[config.mk]
export PLATFORM = sky130hd
export DESIGN_NAME = udc_sequencer
export DESIGN_NICKNAME = d
export VERILOG_FILES = /design/src/rtl/udc_sequencer.sv
export SDC_FILE = /design/constraint.sdc
export NUM_CORES = 1
export LEC_CHECK = 0
export CORE_MARGIN = 2
export CORE_UTILIZATION = 47
export DETAILED_ROUTE_END_ITERATION = 10
export PLACE_DENSITY = 0.79
export SLEW_MARGIN = 20
export SYNTH_ARGS = -nofsm -noshare
export SYNTH_HDL_FRONTEND = slang
export SYNTH_SLANG_ARGS = --single-unit
[constraint.sdc]
create_clock -name clk -period 6.8 [get_ports clk]
set_input_delay 0.68 -clock clk [delete_from_list [all_inputs] [get_ports clk]]
set_output_delay 0.68 -clock clk [all_outputs]
set_load 0.01 [all_outputs]
[src/rtl/udc_sequencer.sv]
// Run/hold sequencer for the lab-board 4-bit up/down counter: button sync/edge detect,
// prescaled step strobes, target stop. Define UDC_AUTO_REVERSE_EN for ping-pong at 0/15.
module udc_sequencer #(
   parameter int TICK_DIV = 4,
   parameter int PW       = 26
) (
   input  logic       clk,
   input  logic       rst,
   input  logic       btn_up,
   input  logic       btn_down,
   input  logic       btn_stop,
   input  logic       btn_clr,
   input  logic [3:0] tgt,
   input  logic       tgt_en,
   input  logic [3:0] cnt_val,
   output logic       cnt_en,
   output logic       cnt_dir,
   output logic       cnt_clr,
   output logic [1:0] st,
   output logic       busy,
   output logic       done
);

   typedef enum logic [1:0] {
      S_IDLE     = 2'b00,
      S_RUN_UP   = 2'b01,
      S_RUN_DOWN = 2'b10,
      S_HOLD     = 2'b11
   } state_t;

   localparam logic [PW-1:0] PSC_MAX = PW'(TICK_DIV - 1);

   logic [3:0]    btn_raw;
   logic [3:0]    s1_q, s2_q, s3_q;
   logic [3:0]    blk_q;
   logic [1:0]    settle_q;
   logic [3:0]    cmd;
   logic          cmd_clr, cmd_stop, cmd_up, cmd_down;

   state_t        st_q;
   logic [PW-1:0] psc_q, psc_d;
   logic          tick;
   logic          running;
   logic          cnt_en_q, cnt_dir_q, cnt_clr_q, done_q;

   assign btn_raw = {btn_clr, btn_stop, btn_up, btn_down};

   // Buttons held through reset are blocked until the synchronized level is seen low,
   // so a press that started before reset never becomes a command afterwards.
   always_ff @(posedge clk) begin
      if (rst) begin
         s1_q     <= '0;
         s2_q     <= '0;
         s3_q     <= '0;
         settle_q <= '0;
         blk_q    <= btn_raw;
      end else begin
         s1_q     <= btn_raw;
         s2_q     <= s1_q;
         s3_q     <= s2_q;
         settle_q <= {settle_q[0], 1'b1};
         if (settle_q[1]) blk_q <= blk_q & s2_q;
      end
   end

   assign cmd      = s2_q & ~s3_q & ~blk_q;
   assign cmd_clr  = cmd[3];
   assign cmd_stop = cmd[2];
   assign cmd_up   = cmd[1];
   assign cmd_down = cmd[0];

   assign running = (st_q == S_RUN_UP) || (st_q == S_RUN_DOWN);
   assign tick    = (psc_q == PSC_MAX);

   always_comb begin
      psc_d = psc_q + PW'(1);
      if (tick) psc_d = '0;
   end

   // Commands take priority over tick processing; a repeated command for the
   // current run direction falls through so the prescaler keeps its phase.
   always_ff @(posedge clk) begin
      if (rst) begin
         st_q      <= S_IDLE;
         psc_q     <= '0;
         cnt_en_q  <= 1'b0;
         cnt_dir_q <= 1'b1;
         cnt_clr_q <= 1'b0;
         done_q    <= 1'b0;
      end else begin
         cnt_en_q  <= 1'b0;
         cnt_clr_q <= 1'b0;
         done_q    <= 1'b0;
         if (cmd_clr) begin
            st_q      <= S_IDLE;
            psc_q     <= '0;
            cnt_clr_q <= 1'b1;
         end else if (cmd_stop && running) begin
            st_q  <= S_HOLD;
            psc_q <= '0;
         end else if (cmd_up && st_q != S_RUN_UP) begin
            st_q  <= S_RUN_UP;
            psc_q <= '0;
         end else if (cmd_down && !cmd_up && st_q != S_RUN_DOWN) begin
            st_q  <= S_RUN_DOWN;
            psc_q <= '0;
         end else if (running) begin
            psc_q <= psc_d;
            if (tick) begin
               if (tgt_en && cnt_val == tgt) begin
                  st_q   <= S_HOLD;
                  done_q <= 1'b1;
               end else begin
                  cnt_en_q <= 1'b1;
`ifdef UDC_AUTO_REVERSE_EN
                  if (st_q == S_RUN_UP && cnt_val == 4'hF) begin
                     st_q      <= S_RUN_DOWN;
                     cnt_dir_q <= 1'b0;
                  end else if (st_q == S_RUN_DOWN && cnt_val == 4'h0) begin
                     st_q      <= S_RUN_UP;
                     cnt_dir_q <= 1'b1;
                  end else begin
                     cnt_dir_q <= (st_q == S_RUN_UP);
                  end
`else
                  cnt_dir_q <= (st_q == S_RUN_UP);
`endif
               end
            end
         end else begin
            psc_q <= '0;
         end
      end
   end

   assign cnt_en  = cnt_en_q;
   assign cnt_dir = cnt_dir_q;
   assign cnt_clr = cnt_clr_q;
   assign done    = done_q;
   assign st      = st_q;
   assign busy    = running;

endmodule

== Word level (Yosys, flattened, before mapping) ==
Index checks and enable logic that the tools add are counted.

* Reduce and logical (&&, ||, !) cells: 16
* Muxes and demuxes: 12
* $add $sub $neg: 1
* Equality and inequality tests: 6
* Bitwise logic cells: 12

{| class="wikitable"
|+ Operators by type and width
! operator !! number
|-
| 26-bit by 1-bit adder with 26-bit output, second input constant || 1
|-
| 26-bit by 2-bit == test with 1-bit output, second input constant || 1
|-
| 7-bit OR reduction || 2
|-
| 4-bit bitwise AND || 3
|-
| 2-bit 2-to-1 mux || 6
|-
| 4-bit nonzero test || 3
|-
| 4-bit 2-to-1 mux || 2
|-
| 4-bit inverter || 2
|-
| 1-bit inverter || 7
|-
| 7-bit AND reduction || 1
|-
| 1-bit logical AND || 5
|-
| 4-bit == test || 1
|-
| 1-bit 2-to-1 mux || 4
|-
| 3-bit AND reduction || 1
|-
| 2-bit by 1-bit == test with 1-bit output, second input constant || 1
|-
| 2-bit == test, second input constant || 1
|-
| 2-bit by 1-bit != test with 1-bit output, second input constant || 1
|-
| 2-bit != test, second input constant || 1
|-
| 2-bit nonzero test || 1
|-
| 2-bit OR reduction || 1
|-
| 1-bit logical NOT || 1
|-
| 1-bit logical OR || 1
|}

* Bits in registers: 50
* Input port bits: 15
* Logic and storage cells: 59

== Depth between registers and ports, before layout ==
* Depth after elaboration: 9
* Depth in mapped cells: 9

== Least setup slack after synthesis ==
Ideal clock, no wire load.

* Kind: register to register
* Start point: register st_q[0] (netlist: st[0])
* End point: register psc_q[11]
* Slack: 4.483 ns
* Buffers on the path: 2
* Library setup time: 0.115 ns
* Cell stages (with the launch flop): 10
* Data required time: 6.685 ns
* Arrival time: 2.202 ns
* Period minus slack after synthesis: 2.317 ns
* Cell sequence: dfxtp_1 inv_1 ha_1 or4b_2 mux2i_1 or3_1 or4_1 buf_2 buf_6 nor2_1

* Longest elaborated chain between the ends: 4
* Elaborated cells on any way between the ends: 10
* Those cells by class: 4 x eq/ne; 1 x bitwise; 5 x reduce/logical

{| class="wikitable"
|+ RTL lines
! what !! RTL line !! text
|-
| start: declaration || 40 || <nowiki>state_t st_q;</nowiki>
|-
| start signal: assignment || 84 || <nowiki>st_q <= S_IDLE;</nowiki>
|-
| start signal: assignment || 95 || <nowiki>st_q <= S_IDLE;</nowiki>
|-
| start signal: assignment || 99 || <nowiki>st_q <= S_HOLD;</nowiki>
|-
| 2-bit by 1-bit == test with 1-bit output or 2-bit == test (tied branches) || 72 || <nowiki>assign running = (st_q == S_RUN_UP) || (st_q == S_RUN_DOWN);</nowiki>
|-
| 1-bit logical OR || 72 ||
|-
| 1-bit logical AND or 1-bit inverter (tied branches) || - ||
|-
| 7-bit OR reduction (no source line) (*) || - ||
|-
| end signal: assignment || 108 || <nowiki>psc_q <= psc_d;</nowiki>
|-
| end: declaration || 41 || <nowiki>logic [PW-1:0] psc_q, psc_d;</nowiki>
|}

Mark *: on every way between the ends. The rest lies on a longest branch, timed or not.
A chain may end at the register's enable or synchronous reset.

== Worst setup path after layout ==
* Start point: register st_q[0] (netlist: st[0])
* End point: register psc_q[23]

Same word-level chain as after synthesis.

==> summary.txt <==
Clock network
  • CTS tree: built
  • Clock buffer depth: 2
  • Clk sinks: 50
  • CTS clock-pin slew for the worst setup and hold paths: 0.10 ns
  • Post-CTS setup buffers: 0
  • Number of CTS-inserted buffers: 5
  • H-tree depth: 2
  • CTS Hold Bufs: 0
  • Gates resized, CTS repair: 0
  • Root Buffer: clkbuf_8
  • Clk_lat worst skew: 0.31 ns

Power
  • Sw Share: 23.1%
  • Leak: 0.838 nW
  • Logic pwr share: 4.8%
  • Worst vdd ir: 121 uV
  • NetSw: 0.118 mW
  • Sequential fraction of design power: 59.7%
  • Pwr Density: 212 nW/um^2
  • Total power: 0.512 mW
  • Int Pwr: 0.393 mW
  • Clk network pwr share: 35.5%

Hold path
  • Worst hold start: s1_q[1]$_SDFF_PP0_
  • Hold Path Stages: 1
  • Hold WC Path Type: register to register
  • Worst Hold Path EP: s2_q[1]$_SDFF_PP0_

Cells and area
  • N_diodes: 0
  • Fin nets: 260
  • Layout cells sized above 1: 4.53%
  • Area delta synth->final: 16.0%
  • Design area: 2420 sq um

Logic synthesis
  • Post-synth ARST share: 0%
  • Mean post-synth cell area: 9.46 sq um
  • Syn Inst Count: 220
  • Yosys warnings: 0
  • Library cells used by synthesis: 34
  • Top post-synthesis cells by area: dfxtp_1 44%, nor2_1 6.1%, xnor2_1 5.9%, edfxtp_1 5.8%, xor2_1 4.6%
  • Synthesized area: 2080 sq um
  • Post-synth net total: 238
  • EDFF count, synth: 4
  • Synth Register Bits: 50
  • Top-count cell post-synth: dfxtp_1
  • Sequential area share after synthesis: 50.0%
  • Post-synth top cells: 46 x dfxtp_1, 34 x nor2_1, 14 x xnor2_1, 13 x nor2b_1
  • Post-synth top area cell: dfxtp_1
  • Primary FF master, synth: dfxtp_1
  • Yosys top cell area share: 44.2%

Floorplan
  • Die Wd: 70.6 microns
  • Effective utilization at floorplan: 48.1%
  • Die ar.: 4980 sq um
  • Chip Height: 70.6 microns
  • Core area: 4320 sq um
  • Ports: 22
  • FP Rows: 24

Setup path
  • Reg2reg setup slack: 3.96 ns
  • Largest fanout on the critical path: 26
  • R2r startpoint: st[0]$_SDFFE_PP0P_
  • Worst Path Required: 6.97 ns
  • Setup crit start kind: register
  • Crit path DAT: 3.01 ns
  • Critical Path End Type: register
  • R2R depth: 7
  • R2R Path End: psc_q[23]$_SDFF_PP0_
  • Setup CP Type: register to register

Drt
  • DRT iter0 DRCs: 104
  • Final wirelength: 3.59 mm
  • DRT Pass-1 Iters: 4
  • Vias: 1,547
  • DRT antenna net count: 0
  • DRC viols: 0
  • Avg WL per Cell: 12.2 microns
  • Routed vias/inst: 5.24

Timing
  • Worst Tran Pin Value: 0.854 ns
  • Hold_ws: 0.453 ns
  • RSZ-0062 raised after global routing: no
  • Final min period: 2.84 ns
  • FMAX: 352 MHz
  • Endpoints failing setup: 0
  • Setup TNS Final: 0 ns
  • Final Worst Setup Slack: 3.96 ns
  • Worst rel slew slack: 42.9%
  • Final-report max-slew violation count: 0
  • Skew final: 0.00982 ns
  • Final period util: 41.8%
  • Hold Fails Final Rpt: 0

Place
  • DPL Wire Length: 2.55 mm
  • IO Port Bufs: 21
  • Setup WS pre-CTS: 3.85 ns
  • Placed Area: 2320 sq um
  • Routability cong.: 0.822

Global routing
  • GRT Residual Overflow: 0
  • GRT Util Overall: 15.6%
  • Global-route wire length before repair: 6.31 mm
  • Vias in the first global route: 1,437
  • Largest net degree at the start of global routing: 28
  • Initial antenna violation count: 0

Status
  • Status: completed

Run
  • Max Cap Viol: 0
## worst max-delay path, stage by stage, from the launching register on
cell	delay, ns
dfxtp_1	0.43
inv_1	0.06
ha_1	0.19
or4b_2	0.68
mux2i_1	0.35
or3_1	0.20
or4_1	0.67
nor2_1	0.11
## state kept, by name, summed over array words and instances (netlist names), 2 cells and up
signal    flops
psc_q        26
blk_q         4
s1_q          4
s2_q          4
s3_q          4
settle_q      2
st            2
## metrics by stage
stage	util, %	instances
after floorplan	-	220
after detailed placement	53.6	287
after CTS	55.9	295
after global routing	55.9	295
after global placement	53.6	287
final	55.9	295
## cells by family (layout without fill, tap and decap cells)
logic type                 count (synthesis)  after routing  share of synthesized area (%)
buffers and inverters                     17             40                           3.85
AOI/OAI and AO/OA                         11             11                           3.73
xor gates and xnor gates                  25             25                           10.5
adders and majority gates                  3              3                           1.80
and+or+nand+nor                          112            112                           29.1
DFF                                       50             50                           50.0
muxes                                      2              2                          0.962
## power by group through the flow
stage	registers [mW]	clock network, mW	logic, mW
6_report	0.305	0.182	0.0247
5_1_grt	0.306	0.196	0.0272
3_3_place_gp	0.312	0	0.0240
3_5_place_dp	0.312	0	0.0246
2_1_floorplan	0.311	0	0.0133
4_1_cts	0.305	0.186	0.0248
## area by class of cell
class | instances | area [sq um]
clock buffers | 5 | 68.8
multi-input cells | 153 | 961
fillers | 406 | 1910
clock inverters | 3 | 28.8
repair buffers | 21 | 210
flip-flops and latches | 50 | 1040
inverters | 11 | 41.3
well taps | 52 | 65.1
## worst max-delay path by stage
stage | from | to | cells after the start
final | st[0]$_SDFFE_PP0P_ | psc_q[23]$_SDFF_PP0_ | 7
after detailed placement | rst | psc_q[23]$_SDFF_PP0_ | 3
after CTS | st[0]$_SDFFE_PP0P_ | psc_q[23]$_SDFF_PP0_ | 7
after floorplan | st[0]$_SDFFE_PP0P_ | psc_q[11]$_SDFF_PP0_ | 9
after global routing | st[0]$_SDFFE_PP0P_ | psc_q[10]$_SDFF_PP0_ | 7
after global placement | rst | psc_q[23]$_SDFF_PP0_ | 3
## metal layers
layer / global-route usage [%] / vias up / part of all wire, %
met1: 21.0 / 724 / 50
li1: - / 793 / -
met2: 23.5 / 24 / 43
met5: 0 / - / 0
met3: 4.56 / 6 / 4.9
met4: 6.92 / 0 / 1.4
## placed cells by master (no fill, tap or decap), drive strengths merged
cell type and n:
nand2 11, inv 12, or4 1, and3 7, xor2 11, clkbuf 5, nor2 34, or2 1
a21oi 2, a22o 3, o31ai 2, o22ai 1, nor4b 4, nor4 9, a222oi 1, clkdlybuf4s50 21
ha 3, nor2b 13, nor3 9, xnor2 14, and2 2, dfxtp 46, and4 3, o21ai 2
or3 1, mux2i 2, nor3b 3, edfxtp 4, nand3 9, or4b 2, clkinv 2, nand4 3
Note: power is estimated with default switching activity, not from simulation.
